<file path="src/rtl/key_debounce.sv">
// Multi-channel push-button conditioner: two-flop synchroniser plus a per-channel
// hold-time filter FSM producing registered press/release pulses and a debounced level.
module key_debounce #(
    parameter int KEY_W   = 1,
    parameter int CNT_MAX = 999_999,
    parameter int CNT_W   = 20
) (
    input  logic             clk,
    input  logic             rst_n,
    input  logic [KEY_W-1:0] key_in,
    output logic [KEY_W-1:0] key_flag,
    output logic [KEY_W-1:0] key_release,
    output logic [KEY_W-1:0] key_state
);

    typedef enum logic [1:0] {
        IDLE    = 2'd0,
        FILT_DN = 2'd1,
        DOWN    = 2'd2,
        FILT_UP = 2'd3
    } state_t;

    localparam logic [CNT_W-1:0] CNT_LAST = CNT_W'(CNT_MAX);
    localparam logic [CNT_W-1:0] CNT_ONE  = CNT_W'(1);

    for (genvar g = 0; g < KEY_W; g++) begin : g_ch
        logic             sync_p0;
        logic             key_s_p1;
        state_t           state;
        logic [CNT_W-1:0] cnt;
        logic             flag_r;
        logic             rel_r;
        logic             level_r;

        always_ff @(posedge clk) begin
            if (!rst_n) begin
                sync_p0  <= 1'b1;
                key_s_p1 <= 1'b1;
                state    <= IDLE;
                cnt      <= '0;
                flag_r   <= 1'b0;
                rel_r    <= 1'b0;
                level_r  <= 1'b1;
            end else begin
                // synchroniser stage boundary: key_in -> sync_p0 -> key_s_p1
                sync_p0  <= key_in[g];
                key_s_p1 <= sync_p0;
                flag_r   <= 1'b0;
                rel_r    <= 1'b0;
                cnt      <= '0;
                case (state)
                    IDLE: begin
                        if (!key_s_p1)
                            state <= FILT_DN;
                    end
                    FILT_DN: begin
                        if (key_s_p1) begin
                            state <= IDLE;
                        end else if (cnt == CNT_LAST) begin
                            state   <= DOWN;
                            flag_r  <= 1'b1;
                            level_r <= 1'b0;
                        end else begin
                            cnt <= cnt + CNT_ONE;
                        end
                    end
                    DOWN: begin
                        if (key_s_p1)
                            state <= FILT_UP;
                    end
                    FILT_UP: begin
                        if (!key_s_p1) begin
                            state <= DOWN;
                        end else if (cnt == CNT_LAST) begin
                            state   <= IDLE;
                            rel_r   <= 1'b1;
                            level_r <= 1'b1;
                        end else begin
                            cnt <= cnt + CNT_ONE;
                        end
                    end
                    default: state <= IDLE;
                endcase
            end
        end

        assign key_flag[g]    = flag_r;
        assign key_release[g] = rel_r;
        assign key_state[g]   = level_r;
    end

endmodule

</file>
<file path="config.mk">
export PLATFORM = sky130hd
export DESIGN_NAME = key_debounce
export DESIGN_NICKNAME = d
export VERILOG_FILES = /design/src/rtl/key_debounce.sv
export SDC_FILE = /design/constraint.sdc
export NUM_CORES = 1
export LEC_CHECK = 0
export BUFFER_PORTS_ARGS = -buffer_cell sky130_fd_sc_hd__buf_4
export CAP_MARGIN = 25
export CORE_AREA = 2 2 47 49
export CTS_BUF_LIST = sky130_fd_sc_hd__clkbuf_4 sky130_fd_sc_hd__clkbuf_8
export DETAILED_ROUTE_END_ITERATION = 8
export DIE_AREA = 0 0 49 51
export PLACE_DENSITY = 0.77
export SYNTH_ARGS = -nofsm -noshare
export SYNTH_HDL_FRONTEND = slang
export SYNTH_SLANG_ARGS = --single-unit
</file>
<file path="constraint.sdc">
create_clock -name clk -period 1.97 [get_ports clk]
set_input_delay 0.591 -clock clk [delete_from_list [all_inputs] [get_ports clk]]
set_output_delay 0.591 -clock clk [all_outputs]
set_load 0.01 [all_outputs]
</file>
## After elaboration in Yosys (flattened, before gate mapping)

Cells that the tools add are included.

| operators by class | value |
|---|---|
| add/subtract/negate cells | 1 |
| $mul | 0 |
| divide/modulo/power cells | 0 |
| magnitude comparators | 0 |
| equality and inequality tests | 12 |
| shifts and indexed selects | 0 |
| multiplexer cells | 17 |
| bitwise operators | 2 |
| reductions and logical operators | 6 |

Operators with widths:

| kind | number |
|---|---|
| $mux W20 | 3 |
| $pmux W20 S2 | 1 |
| $add A20 B1 Y20 const B | 1 |
| $eq A20 B20 Y1 const B | 1 |
| $mux W2 | 6 |
| $ne A2 B2 Y1 const B | 6 |
| $pmux W2 S4 | 1 |
| $ne A3 B3 Y1 const B | 2 |
| $mux W1 | 5 |
| $reduce_and A5 Y1 | 1 |
| $eq A2 B2 Y1 const B | 2 |
| $reduce_and A4 Y1 | 1 |
| $reduce_and A3 Y1 | 1 |
| $reduce_or A3 Y1 | 1 |
| $eq A2 B1 Y1 const B | 1 |
| $logic_not A2 Y1 | 1 |
| $not A1 Y1 | 2 |
| $pmux W1 S2 | 1 |
| $reduce_bool A2 Y1 | 1 |

| storage, ports and cells | value |
|---|---|
| flip-flop bits (word level) | 27 |
| latch bits | 0 |
| RAM bits | 0 |
| ROM bits | 0 |
| bits of input ports | 3 |
| output and inout port bits | 3 |
| word-level logic and storage cells | 45 |
| memories kept | 0 |

## Logic depth before layout (Yosys ltp)

| logic depth | value |
|---|---|
| word-level depth | 4 |
| depth in mapped cells | 6 |
| depth with buffers taken out | 5 |

## Worst setup path after synthesis

Ideal clock, no wire load.

| timing | value |
|---|---|
| path kind | flip-flop to flip-flop |
| from | register g_ch[0].cnt[2] |
| to | register g_ch[0].cnt[17] |
| data arrival time | 1.722 ns |
| setup slack | 0.178 ns |
| stages on the path, launching flop included | 6 |
| buffers on the path | 1 |
| period minus slack after synthesis | 1.792 ns |
| path through | dfxtp_1 nand3_2 or4_1 buf_2 or4_1 a21oi_1 |

| between the ends | value |
|---|---|
| cells in the longest elaborated chain, start to end | 4 |
| elaborated cells on any way between the ends | 6 |

RTL lines:

| element | line | RTL |
|---|---|---|
| from (decl) | 30 | `logic [CNT_W-1:0] cnt;` |
| from (signal assigned) | 64 | `cnt <= cnt + CNT_ONE;` |
| from (signal assigned) | 79 | `cnt <= cnt + CNT_ONE;` |
| $add A20 B1 Y20 or $eq A20 B20 Y1 (tied branches) | - |  |
| $mux W20 * | 59, 74 |  |
| $mux W20 (on tied branches) | 72, 57 |  |
| $pmux W20 S2 * | 51 | `case (state)` |

Mark *: on every way between the ends. The rest lies on a longest branch, timed or not.
A chain may end at the register's enable or synchronous reset.

## Final worst setup path

| timing | value |
|---|---|
| from | register g_ch[0].cnt[7] |
| to | register g_ch[0].cnt[19] |

The elaborated chain is that of the path after synthesis.

==> run summary <==
================================================================================
Synth area leaders                                                  dfxtp_1 47%, nor2_1 5.5%, xnor2_1 5.3%
Clock tree skew after final layout                                     0.0141 ns
Clock Sinks                                                                   27
Total Routing Usage GR                                                     0.189
Final worst-path setup slack                                           0.0977 ns
Clock tree from TritonCTS                                                    yes
Hold-critical path depth                                                       2
Average wire per cell in the routed design                               12.5 µm
Worst flop-to-flop path startpoint                                  g_ch[0].cnt[7]
Die Span X                                                                 49 µm
Initial cell density of the core                                           0.561
HPWL after detailed placement                                            1520 µm
Final routed DRC violation total                                               0
Final max-slew violation count                                                 0
Synthesis-to-finish area growth                                            11.9%
Final Setup Violations                                                         0
Number of storage elements in the synthesis netlist                           27
Cell count after synthesis                                                   128
Post-Route WL                                                            2110 µm
Net Count, Synth                                                             132
Number of buffers added on ports                                               5
Number of antenna violations at the first check in global routing              0
Leakage power summed over all cells                                  0.000452 µW
Critical path start-end classification                                   reg2reg
RePlAce Congestion                                                         0.843
Share of the synthesized area in the top cell type                         0.467
First drt pass iteration count                                                 4
Fmax                                                                     534 MHz
Overall die area                                                        2500 µm²
Cell row count                                                                17
Number of global-route vias before repair                                    871
FF-to-FF path depth                                                            4
Final TNS setup                                                             0 ns
Largest net degree at the start of global routing                             21
Metal1 wirelength                                                         963 µm
Max IR drop VDD                                                         0.519 mV
Insertion delay of the later-clocked pin in the worst-skew pair          0.33 ns
Worst Setup End Kind                                                        flop
Share of flip-flops with an asynchronous set or reset                          0
Die span in y                                                              51 µm
Post-synthesis cell type with the largest combined area                  dfxtp_1
Via density                                                                 5.67
Arrival time at the worst endpoint                                       2.15 ns
HP Class                                                                  in2reg
Actual transition at the worst max-transition pin                       0.459 ns
Prevailing post-synth register cell                                      dfxtp_1
Data required time of the critical path                                  2.25 ns
Unrepaired setup endpoints after global routing                            false
Destination of the worst register-to-register timing path           g_ch[0].cnt[19]
Number of buffers on the longest clock path                                    2
Clock-pin transition on the worst setup and hold timing paths            0.14 ns
Count of unique library cells instantiated by Yosys                           29
Final period utilization                                                   0.950
Terminating pin of the worst hold path                              g_ch[0].sync_p0
Total gr overflow                                                              0
Time the final worst path needs with I/O delays and setup                1.87 ns
Number of synthesized flops with an enable pin                                 0
Largest fanout on the critical path                                            8
Diode count                                                                    0
Top metal layer carrying routed signals                                     met4
Internal reg-to-reg setup slack                                           0.1 ns
Root buffer cell                                                        clkbuf_4
Run status                                                             completed
Source of the worst hold timing path                                      key_in
Met3 WL post-DR                                                            46 µm
Routed length on met2                                                    1030 µm
Start point of the critical path                                    g_ch[0].cnt[7]
Average instance area after synthesis                                   9.04 µm²
Antenna-violating nets left                                                    0
Utilization after layout                                                   0.628
TritonCTS buffer count                                                         3
Element type at the critical path start                                     flop
Most used cells in the layout excluding fill and tap cells          27 x dfxtp_1, 17 x nor2_1, 11 x buf_4, 9 x a21oi_1, 8 x nand3_1
Count of endpoints failing hold in the final timing report                     0
Power density over the cells                                          614 nW/µm²
First-pass GRT wire length                                               3580 µm
First-iteration detailed-routing DRC count                                    11
I/O pin count                                                                  6
Number of vias in the routed layout                                          952
Number of H-tree levels                                                        1
Maxcap violations                                                              0
Post-placement setup slack                                             0.0292 ns
Seq/Total Area, Yosys                                                      0.467
Most common cell after layout, fill and taps aside                       dfxtp_1
Final #Nets                                                                  145
Area inside the core boundary                                           2060 µm²
Layout cell share with drive strength beyond 1                             0.143
Worst slew margin relative to its limit                                    0.690
Post-Syn Area                                                           1160 µm²
Synth warn                                                                     0
================================================================================
[per-layer routing]
layer / vias to the layer above / track usage
met3: 10 / 0.0351
met1: 454 / 0.227
met5: - / 0
met4: 0 / 0.114
li1: 476 / -
met2: 12 / 0.317
[cell families after synthesis]
| kind of cell | synth area share |
|---|---|
| AOI/OAI and AO/OA | 0.0984 |
| adders and majority gates | 0.0108 |
| and+or+nand+nor | 0.303 |
| xor gates and xnor gates | 0.0908 |
| DFF | 0.467 |
| buffers and inverters | 0.0303 |
[Yosys cell counts (2+ instances only)]
cell	number
and3_1	5
nand3_1	8
nand4_1	3
and2_1	2
or4_1	4
o31ai_1	4
nand2_1	6
nand2b_1	2
inv_1	4
nor4b_1	2
xor2_1	5
xnor2_1	7
o21ai_0	4
a21oi_1	9
dfxtp_1	27
nor2_1	17
and4_1	3
or3_1	4
nor3_1	2
[worst max-delay path, cell delays in order, from the launching register on]
cell and delay (ns):
dfxtp_1 0.47, nand4_1 0.15, or4_4 0.55, or4_1 0.49, a21oi_1 0.15
[state kept, by name, indices dropped and copies added, names as in the netlist, named ones only]
register / count
g_ch.cnt: 20
g_ch.key_s_p1: 1
g_ch.state: 1
g_ch.sync_p0: 1
key_flag: 1
key_release: 1
key_state: 1
[report_power, final]
| part | leakage (µW) | switching, µW | internal, µW |
|---|---|---|---|
| clock network | 0.0000177 | 160 | 76.3 |
| logic | 0.000216 | 4.20 | 4.73 |
| registers | 0.000218 | 1.68 | 549 |
[through the flow]
stage | cells | power [µW] | cell area, µm² | hold slack (ns)
floorplan | 128 | 565 | 1160 | 0.386
global placement | 163 | 570 | 1250 | 0.394
global route | 168 | 830 | 1290 | 0.405
finish | 168 | 795 | 1290 | 0.431
detailed placement | 163 | 571 | 1250 | 0.404
CTS | 168 | 800 | 1280 | 0.428
[worst max-delay path by stage]
| stage | slack [ns] | end |
|---|---|---|
| 2_1_floorplan | 0.18 | g_ch[0].cnt[17] |
| 3_3_place_gp | 0.13 | g_ch[0].cnt[19] |
| 3_5_place_dp | 0.03 | g_ch[0].cnt[18] |
| 4_1_cts | 0.03 | g_ch[0].cnt[19] |
| 5_1_grt | 0.004 | g_ch[0].cnt[19] |
| 6_report | 0.1 | g_ch[0].cnt[19] |
[layout make-up]
type                       instances  area (µm²)
clock buffer                       3        22.5
clock inverter                     1        5.00
fill                             192         768
inverter                           4        15.0
multi-input combinational         94         594
sequential                        27         541
tap                               28        35.0
timing repair buffer              11        82.6
[timing repair]
action                     CTS  global route
buffers inserted             1             0
gates cloned                 0             0
setup endpoints to repair    1            20
hold buffers                 0             0
resized for setup            0             2
pin swaps                    1             0
(Power assumes the default switching activity.)
